[config.mk]
export PLATFORM = sky130hd
export DESIGN_NAME = updi_phy_target_flat
export DESIGN_NICKNAME = d
export VERILOG_FILES = /design/src/rtl/updi_phy_target_if.sv /design/src/rtl/updi_phy_target.sv /design/src/flat_wrapper.sv
export SDC_FILE = /design/constraint.sdc
export NUM_CORES = 1
export LEC_CHECK = 0
export ABC_AREA = 1
export BUFFER_PORTS_ARGS = -buffer_cell sky130_fd_sc_hd__clkbuf_2
export CAP_MARGIN = 5
export CORE_MARGIN = 10
export CORE_UTILIZATION = 52
export DETAILED_ROUTE_END_ITERATION = 6
export PLACE_DENSITY = 0.74
export SLEW_MARGIN = 0
export SYNTH_ARGS = -nofsm -noshare
export SYNTH_HDL_FRONTEND = slang
export SYNTH_SLANG_ARGS = --single-unit
[constraint.sdc]
create_clock -name clk -period 2.97 [get_ports clk]
set_clock_uncertainty 0.2 [all_clocks]
set_input_delay 0.297 -clock clk [delete_from_list [all_inputs] [get_ports clk]]
set_output_delay 0.297 -clock clk [all_outputs]
set_load 0.03 [all_outputs]
[src/rtl/updi_phy_target_if.sv]
// Buffer-memory port of the UPDI target PHY (single-port SRAM style).
interface updi_phy_target_if #(
    parameter int ADDR_W = 7
);
    logic              csb0;
    logic              web0;
    logic [ADDR_W-1:0] addr0;
    logic [7:0]        wdata;
    logic [7:0]        rdata;

    modport master (output csb0, web0, addr0, wdata, input rdata);
    modport slave  (input csb0, web0, addr0, wdata, output rdata);
endinterface

[src/rtl/updi_phy_target.sv]
// UPDI target PHY: 12-bit half-duplex UART responder with buffer memory.
// Optional break detection is enabled with `define PHY_BREAK_DETECT_EN.
module updi_phy_target #(
    parameter int CLKS_PER_BIT = 16,
    parameter int ADDR_W       = 7
) (
    input  logic              clk,
    input  logic              rst,
    input  logic              rx,
    output logic              tx,
    output logic              tx_oe,
    updi_phy_target_if.master mem,
    input  logic              rsp_start,
    input  logic [ADDR_W-1:0] rsp_base,
    input  logic [ADDR_W-1:0] rsp_len,
    output logic [ADDR_W-1:0] rx_cnt,
    output logic              rx_valid,
    output logic              parity_err,
    output logic              frame_err,
    output logic              overflow,
    output logic              break_det,
    output logic              busy,
    output logic              tx_done
);
    localparam int CW = $clog2(2 * CLKS_PER_BIT);
    localparam logic [CW-1:0] HALF_M1 = CW'(CLKS_PER_BIT / 2 - 1);
    localparam logic [CW-1:0] BIT_M1  = CW'(CLKS_PER_BIT - 1);
    localparam logic [CW-1:0] GRD_M1  = CW'(2 * CLKS_PER_BIT - 1);

    typedef enum logic [3:0] {
        IDLE, RX_START, RX_BITS, RX_STORE, TX_GUARD,
        TX_FETCH, TX_LATCH, TX_BITS, TX_END, BRK_WAIT
    } state_t;

    state_t            state_q, state_d;
    logic [1:0]        sync_q;
    logic              prev_q;
    logic [CW-1:0]     cnt_q, cnt_d;
    logic [3:0]        bit_q, bit_d;
    logic [7:0]        rx_sh_q, rx_sh_d;
    logic              par_q, par_d, stp_q, stp_d;
    logic [ADDR_W-1:0] wr_ptr_q, wr_ptr_d, rx_cnt_q, rx_cnt_d;
    logic [ADDR_W-1:0] rd_ptr_q, rd_ptr_d, left_q, left_d;
    logic [11:0]       tx_sh_q, tx_sh_d;
    logic              more_q, more_d;
    logic              perr_q, perr_d, ferr_q, ferr_d, ovf_q, ovf_d;
    logic              rx_s, fall, par_bad, stp_bad, brk;

    assign rx_s = sync_q[1];
    assign fall = prev_q & ~rx_s;

    always_ff @(posedge clk) begin
        if (!rst) begin
            state_q  <= IDLE;
            sync_q   <= 2'b11;
            prev_q   <= 1'b1;
            cnt_q    <= '0;
            bit_q    <= '0;
            rx_sh_q  <= '0;
            par_q    <= 1'b0;
            stp_q    <= 1'b0;
            wr_ptr_q <= '0;
            rx_cnt_q <= '0;
            rd_ptr_q <= '0;
            left_q   <= '0;
            tx_sh_q  <= '1;
            more_q   <= 1'b0;
            perr_q   <= 1'b0;
            ferr_q   <= 1'b0;
            ovf_q    <= 1'b0;
        end else begin
            state_q  <= state_d;
            sync_q   <= {sync_q[0], rx};
            prev_q   <= rx_s;
            cnt_q    <= cnt_d;
            bit_q    <= bit_d;
            rx_sh_q  <= rx_sh_d;
            par_q    <= par_d;
            stp_q    <= stp_d;
            wr_ptr_q <= wr_ptr_d;
            rx_cnt_q <= rx_cnt_d;
            rd_ptr_q <= rd_ptr_d;
            left_q   <= left_d;
            tx_sh_q  <= tx_sh_d;
            more_q   <= more_d;
            perr_q   <= perr_d;
            ferr_q   <= ferr_d;
            ovf_q    <= ovf_d;
        end
    end

    always_comb begin
        state_d   = state_q;
        cnt_d     = cnt_q + 1'b1;
        bit_d     = bit_q;
        rx_sh_d   = rx_sh_q;
        par_d     = par_q;
        stp_d     = stp_q;
        wr_ptr_d  = wr_ptr_q;
        rx_cnt_d  = rx_cnt_q;
        rd_ptr_d  = rd_ptr_q;
        left_d    = left_q;
        tx_sh_d   = tx_sh_q;
        more_d    = more_q;
        perr_d    = perr_q;
        ferr_d    = ferr_q;
        ovf_d     = ovf_q;
        mem.csb0  = 1'b1;
        mem.web0  = 1'b1;
        mem.addr0 = '0;
        mem.wdata = '0;
        rx_valid  = 1'b0;
        tx        = 1'b1;
        tx_oe     = 1'b0;
        tx_done   = 1'b0;
        break_det = 1'b0;
        par_bad   = ^{rx_sh_q, par_q};
        stp_bad   = ~(stp_q & rx_s);
        brk       = (rx_sh_q == 8'd0) & ~par_q & ~stp_q & ~rx_s;
        unique case (state_q)
            IDLE: begin
                cnt_d = '0;
                bit_d = '0;
                if (fall) begin
                    state_d = RX_START;
                end else if (rsp_start && rsp_len != '0) begin
                    state_d  = TX_GUARD;
                    rd_ptr_d = rsp_base;
                    left_d   = rsp_len;
                    more_d   = 1'b0;
                end
            end
            RX_START: begin
                if (cnt_q == HALF_M1) begin
                    cnt_d   = '0;
                    state_d = rx_s ? IDLE : RX_BITS;
                end
            end
            RX_BITS: begin
                if (cnt_q == BIT_M1) begin
                    cnt_d = '0;
                    bit_d = bit_q + 4'd1;
                    if (bit_q < 4'd8) begin
                        rx_sh_d = {rx_s, rx_sh_q[7:1]};
                    end else if (bit_q == 4'd8) begin
                        par_d = rx_s;
                    end else if (bit_q == 4'd9) begin
                        stp_d = rx_s;
                    end else begin
                        state_d = (par_bad | stp_bad) ? IDLE : RX_STORE;
                        perr_d  = perr_q | par_bad;
                        ferr_d  = ferr_q | stp_bad;
`ifdef PHY_BREAK_DETECT_EN
                        // An all-zero frame is a break, not a framing fault
                        if (brk) begin
                            state_d = BRK_WAIT;
                            ferr_d  = ferr_q;
                        end
`endif
                    end
                end
            end
            RX_STORE: begin
                mem.csb0  = 1'b0;
                mem.web0  = 1'b0;
                mem.addr0 = wr_ptr_q;
                mem.wdata = rx_sh_q;
                rx_valid  = 1'b1;
                wr_ptr_d  = wr_ptr_q + 1'b1;
                ovf_d     = ovf_q | (&wr_ptr_q);
                if (!(&rx_cnt_q)) rx_cnt_d = rx_cnt_q + 1'b1;
                state_d   = IDLE;
            end
            TX_GUARD: begin
                if (cnt_q == GRD_M1) state_d = TX_FETCH;
            end
            TX_FETCH: begin
                mem.csb0  = 1'b0;
                mem.addr0 = rd_ptr_q;
                tx_oe     = more_q;
                state_d   = TX_LATCH;
            end
            TX_LATCH: begin
                tx_oe   = more_q;
                tx_sh_d = {2'b11, ^mem.rdata, mem.rdata, 1'b0};
                cnt_d   = '0;
                bit_d   = '0;
                state_d = TX_BITS;
            end
            TX_BITS: begin
                tx_oe = 1'b1;
                tx    = tx_sh_q[0];
                if (cnt_q == BIT_M1) begin
                    cnt_d   = '0;
                    bit_d   = bit_q + 4'd1;
                    tx_sh_d = {1'b1, tx_sh_q[11:1]};
                    if (bit_q == 4'd11) begin
                        left_d   = left_q - 1'b1;
                        rd_ptr_d = rd_ptr_q + 1'b1;
                        more_d   = 1'b1;
                        state_d  = (left_q == ADDR_W'(1)) ? TX_END : TX_FETCH;
                    end
                end
            end
            TX_END: begin
                tx_done = 1'b1;
                state_d = IDLE;
            end
            BRK_WAIT: begin
`ifdef PHY_BREAK_DETECT_EN
                if (rx_s) begin
                    break_det = 1'b1;
                    wr_ptr_d  = '0;
                    rx_cnt_d  = '0;
                    state_d   = IDLE;
                end
`else
                state_d = IDLE;
`endif
            end
            default: state_d = IDLE;
        endcase
    end

    assign rx_cnt     = rx_cnt_q;
    assign parity_err = perr_q;
    assign frame_err  = ferr_q;
    assign overflow   = ovf_q;
    assign busy       = (state_q != IDLE);
endmodule

[src/flat_wrapper.sv]
// flat-port wrapper written by rule: the top's interface ports become plain ports
module updi_phy_target_flat 
#(
    parameter int CLKS_PER_BIT = 16,
    parameter int ADDR_W       = 7
)
  (clk, rst, rx, tx, tx_oe, rsp_start, rsp_base, rsp_len, rx_cnt, rx_valid, parity_err, frame_err, overflow, break_det, busy, tx_done, mem_csb0, mem_web0, mem_addr0, mem_wdata, mem_rdata);
  updi_phy_target_if #(.ADDR_W(ADDR_W)) mem_i ();
  input  logic clk;
  input  logic rst;
  input  logic rx;
  output logic tx;
  output logic tx_oe;
  input  logic rsp_start;
  input  logic [ADDR_W-1:0] rsp_base;
  input  logic [ADDR_W-1:0] rsp_len;
  output logic [ADDR_W-1:0] rx_cnt;
  output logic rx_valid;
  output logic parity_err;
  output logic frame_err;
  output logic overflow;
  output logic break_det;
  output logic busy;
  output logic tx_done;
  output wire logic [$bits(mem_i.csb0)-1:0] mem_csb0;
  output wire logic [$bits(mem_i.web0)-1:0] mem_web0;
  output wire logic [$bits(mem_i.addr0)-1:0] mem_addr0;
  output wire logic [$bits(mem_i.wdata)-1:0] mem_wdata;
  input wire logic [$bits(mem_i.rdata)-1:0] mem_rdata;
  assign mem_csb0 = mem_i.csb0;
  assign mem_web0 = mem_i.web0;
  assign mem_addr0 = mem_i.addr0;
  assign mem_wdata = mem_i.wdata;
  assign mem_i.rdata = mem_rdata;
  updi_phy_target #(.CLKS_PER_BIT(CLKS_PER_BIT), .ADDR_W(ADDR_W)) u_core (.clk(clk), .rst(rst), .rx(rx), .tx(tx), .tx_oe(tx_oe), .mem(mem_i), .rsp_start(rsp_start), .rsp_base(rsp_base), .rsp_len(rsp_len), .rx_cnt(rx_cnt), .rx_valid(rx_valid), .parity_err(parity_err), .frame_err(frame_err), .overflow(overflow), .break_det(break_det), .busy(busy), .tx_done(tx_done));
endmodule
==> metrics.cfg <==
[grt]
antenna_found_initial=0
track_usage_pct=15.8
grt_pass1_vias=3442
grt_max_degree=51
grt_pass1_wl_um=15000
grt_overflow=0

[pwr]
switching_share_pct=34.4
p_per_area_mw_per_mm2=687
ir_drop_mv=0.433
power.total_mw=3.02
p_int_mw=1.98
pwr-share-clk_pct=33.9
p_comb_share_pct=28.9
p_switching_mw=1.04
seqPwrFrac_pct=37.3
p_leak_nw=2.01

[sta]
rsz0062_at_grt=no
max_freq_ghz=0.364
drv_slew=0
whs_ns=0.0493
finalHoldViolations=0
slew_headroom_pct=49.4
fin_crit_ns=2.75
tightestPinTransition_ns=0.759
finalSetupTns_ns=0
finalCritPeriodShare_pct=92.4
finalWorstSetupSlack_ns=0.225
finalSetupViolations=0

[clock_network]
tritoncts=done
root_buffer=clkbuf_8
max-clock-path-buffers=2
cts_resized=0
clk_latency_ns=0.35
numCtsBuffers=9
clk_pin_slew_ns=0.07
clock-sinks=68
cts_setup_buffers=0
cts_hold_buffers=1
h-tree-depth=3

[worst_setup_path]
reg2reg_depth=11
critPathMaxStageDelay_ns=0.50
critPathCaptureType=output port
cp-start-kind=flop
worstPathRequired_ns=2.47
path_cells=nand2_2 -> nor2_4 -> inv_2 -> or2_2 -> clkbuf_2
worstPathArrival_ns=2.25
path_class=flop to output port
crit_fanout=31
cp_slowest_cell=dfxtp_1

[min_path]
min_path_type=primary input to flop
holdPathStages=3

[yosys]
synthArstFlopShare_pct=0
yosysTopAreaCellShare_pct=36.1
yosysWarnings=0
seq_area_frac_synth_pct=36.1
synthTopCellsByArea=dfxtp_1, nand2_1, nor2_1
ys_ff_latch=68
synth_area_leader_cell=dfxtp_1
synth_cells=567
synth_cell_type_count=39
syn-num-nets=605
netlist_area_mm2=0.00377
avgSynthCellArea_um2=6.65
synth_edf_count=0
synth_ff_type=dfxtp_1

[placed_design]
pre_cts_ws_ns=0.365
placed_area_mm2=0.00412
portBuffers=57
hpwl_um=6560
placed_cells=705
gp_congestion=0.905

[route]
drt_iter0_drc=142
vias=3724
route.detailed.wl_per_inst_um=12.2
routed_wl_um=8840
vias_per_cell=5.16
drtAntennaViolNets=0
drtPass1Iterations=4
drcViolationCount=0

[layout]
area_delta_synth_final_pct=16.7
final_cell_area_mm2=0.00440
finalNetCount=659
diodes=0
fin_cells=722
utilization_pct=63.7
fillerInstances=676
drive_gt1_share_pct=15.5
layout_common_cells=nand2_1, nor2_1, inv_1, dfxtp_1, clkbuf_2
layout_commonest_cell=nand2_1

[floorplan]
die_w_um=105
die_area_mm2=0.0111
start_util_pct=54.6
row_count=30
die_h_um=105
core_area_mm2=0.00691
pin_count=59

[run_status]
status=completed

[run]
max_cap_viol_count=0

==> registers in the layout, indices dropped and copies added, names as in the netlist, 2 cells and up <==
name / flops
u_core.bit_q: 4
u_core.rx_sh_q: 8
u_core.cnt_q: 5
u_core.state_q: 4
u_core.rd_ptr_q: 7
u_core.sync_q: 2
u_core.tx_sh_q: 10
u_core.left_q: 7
u_core.wr_ptr_q: 7
u_core.rx_cnt: 7
==> final timing paths <==
path / slack, ns / from / end
min reg2reg: 0.22 / u_core.sync_q[0] / u_core.sync_q[1]
min: 0.05 / rsp_base[5] / u_core.rd_ptr_q[5]
max reg2reg: 0.38 / u_core.cnt_q[0] / u_core.left_q[1]
max: 0.22 / u_core.state_q[0] / tx
==> Yosys cell counts (all sizes together), types with 2 or more instances <==
| cell | count |
|---|---|
| nand2 | 123 |
| nor2 | 83 |
| inv | 80 |
| dfxtp | 68 |
| o21ai | 52 |
| a21oi | 44 |
| nand3 | 26 |
| clkbuf | 13 |
| ha | 12 |
| nor3 | 12 |
| o311ai | 8 |
| o22ai | 6 |
| xnor2 | 6 |
| buf | 5 |
| or2 | 4 |
| nor4 | 3 |
| o31ai | 3 |
| xor2 | 3 |
| nand4 | 2 |
| nor3b | 2 |
| o211a | 2 |
| o21a | 2 |
==> worst max-delay path, delay by kind of cell, from the launching register on <==
kind / cells / cell delay [ns]
buffers and inverters: 2 / 0.51
DFF: 1 / 0.50
and+or+nand+nor: 3 / 0.89
==> logic make-up after synthesis <==
group                      share of synthesized area, %
DFF                                                36.1
and+or+nand+nor                                    28.8
muxes                                             0.266
adders and majority gates                          3.98
buffers and inverters                              10.1
xor gates and xnor gates                           2.09
other                                            0.0995
AOI/OAI and AO/OA                                  18.5
==> power groups by stage <==
stage               Sequential (mW)  Combinational [mW]  Clock, mW
floorplan                      1.12               0.707          0
global placement               1.14               0.842          0
detailed placement             1.14               0.860          0
CTS                            1.12               0.868       1.04
global route                   1.14               0.993       1.07
finish                         1.13               0.872       1.02
==> final cells by class <==
| type | instances | area [um2] | share of cell area, % |
|---|---|---|---|
| clock buffers | 10 | 138 | 3.13 |
| repair buffers | 61 | 318 | 7.23 |
| clock inverters | 6 | 135 | 3.07 |
| well taps | 96 | 120 | 2.73 |
| multi-input cells | 401 | 2030 | 46.1 |
| inverters | 80 | 300 | 6.83 |
| flip-flops and latches | 68 | 1360 | 31.0 |
==> per-layer routing <==
| metal | track usage (%) | vias to the layer above | wire [um] |
|---|---|---|---|
| li1 | - | 1947 | - |
| met1 | 19.2 | 1678 | 4160 |
| met2 | 26.2 | 84 | 4060 |
| met3 | 3.69 | 15 | 437 |
| met4 | 6.37 | 0 | 178 |
| met5 | 0 | - | 0 |
No activity file was read; power rests on OpenSTA's default activity.
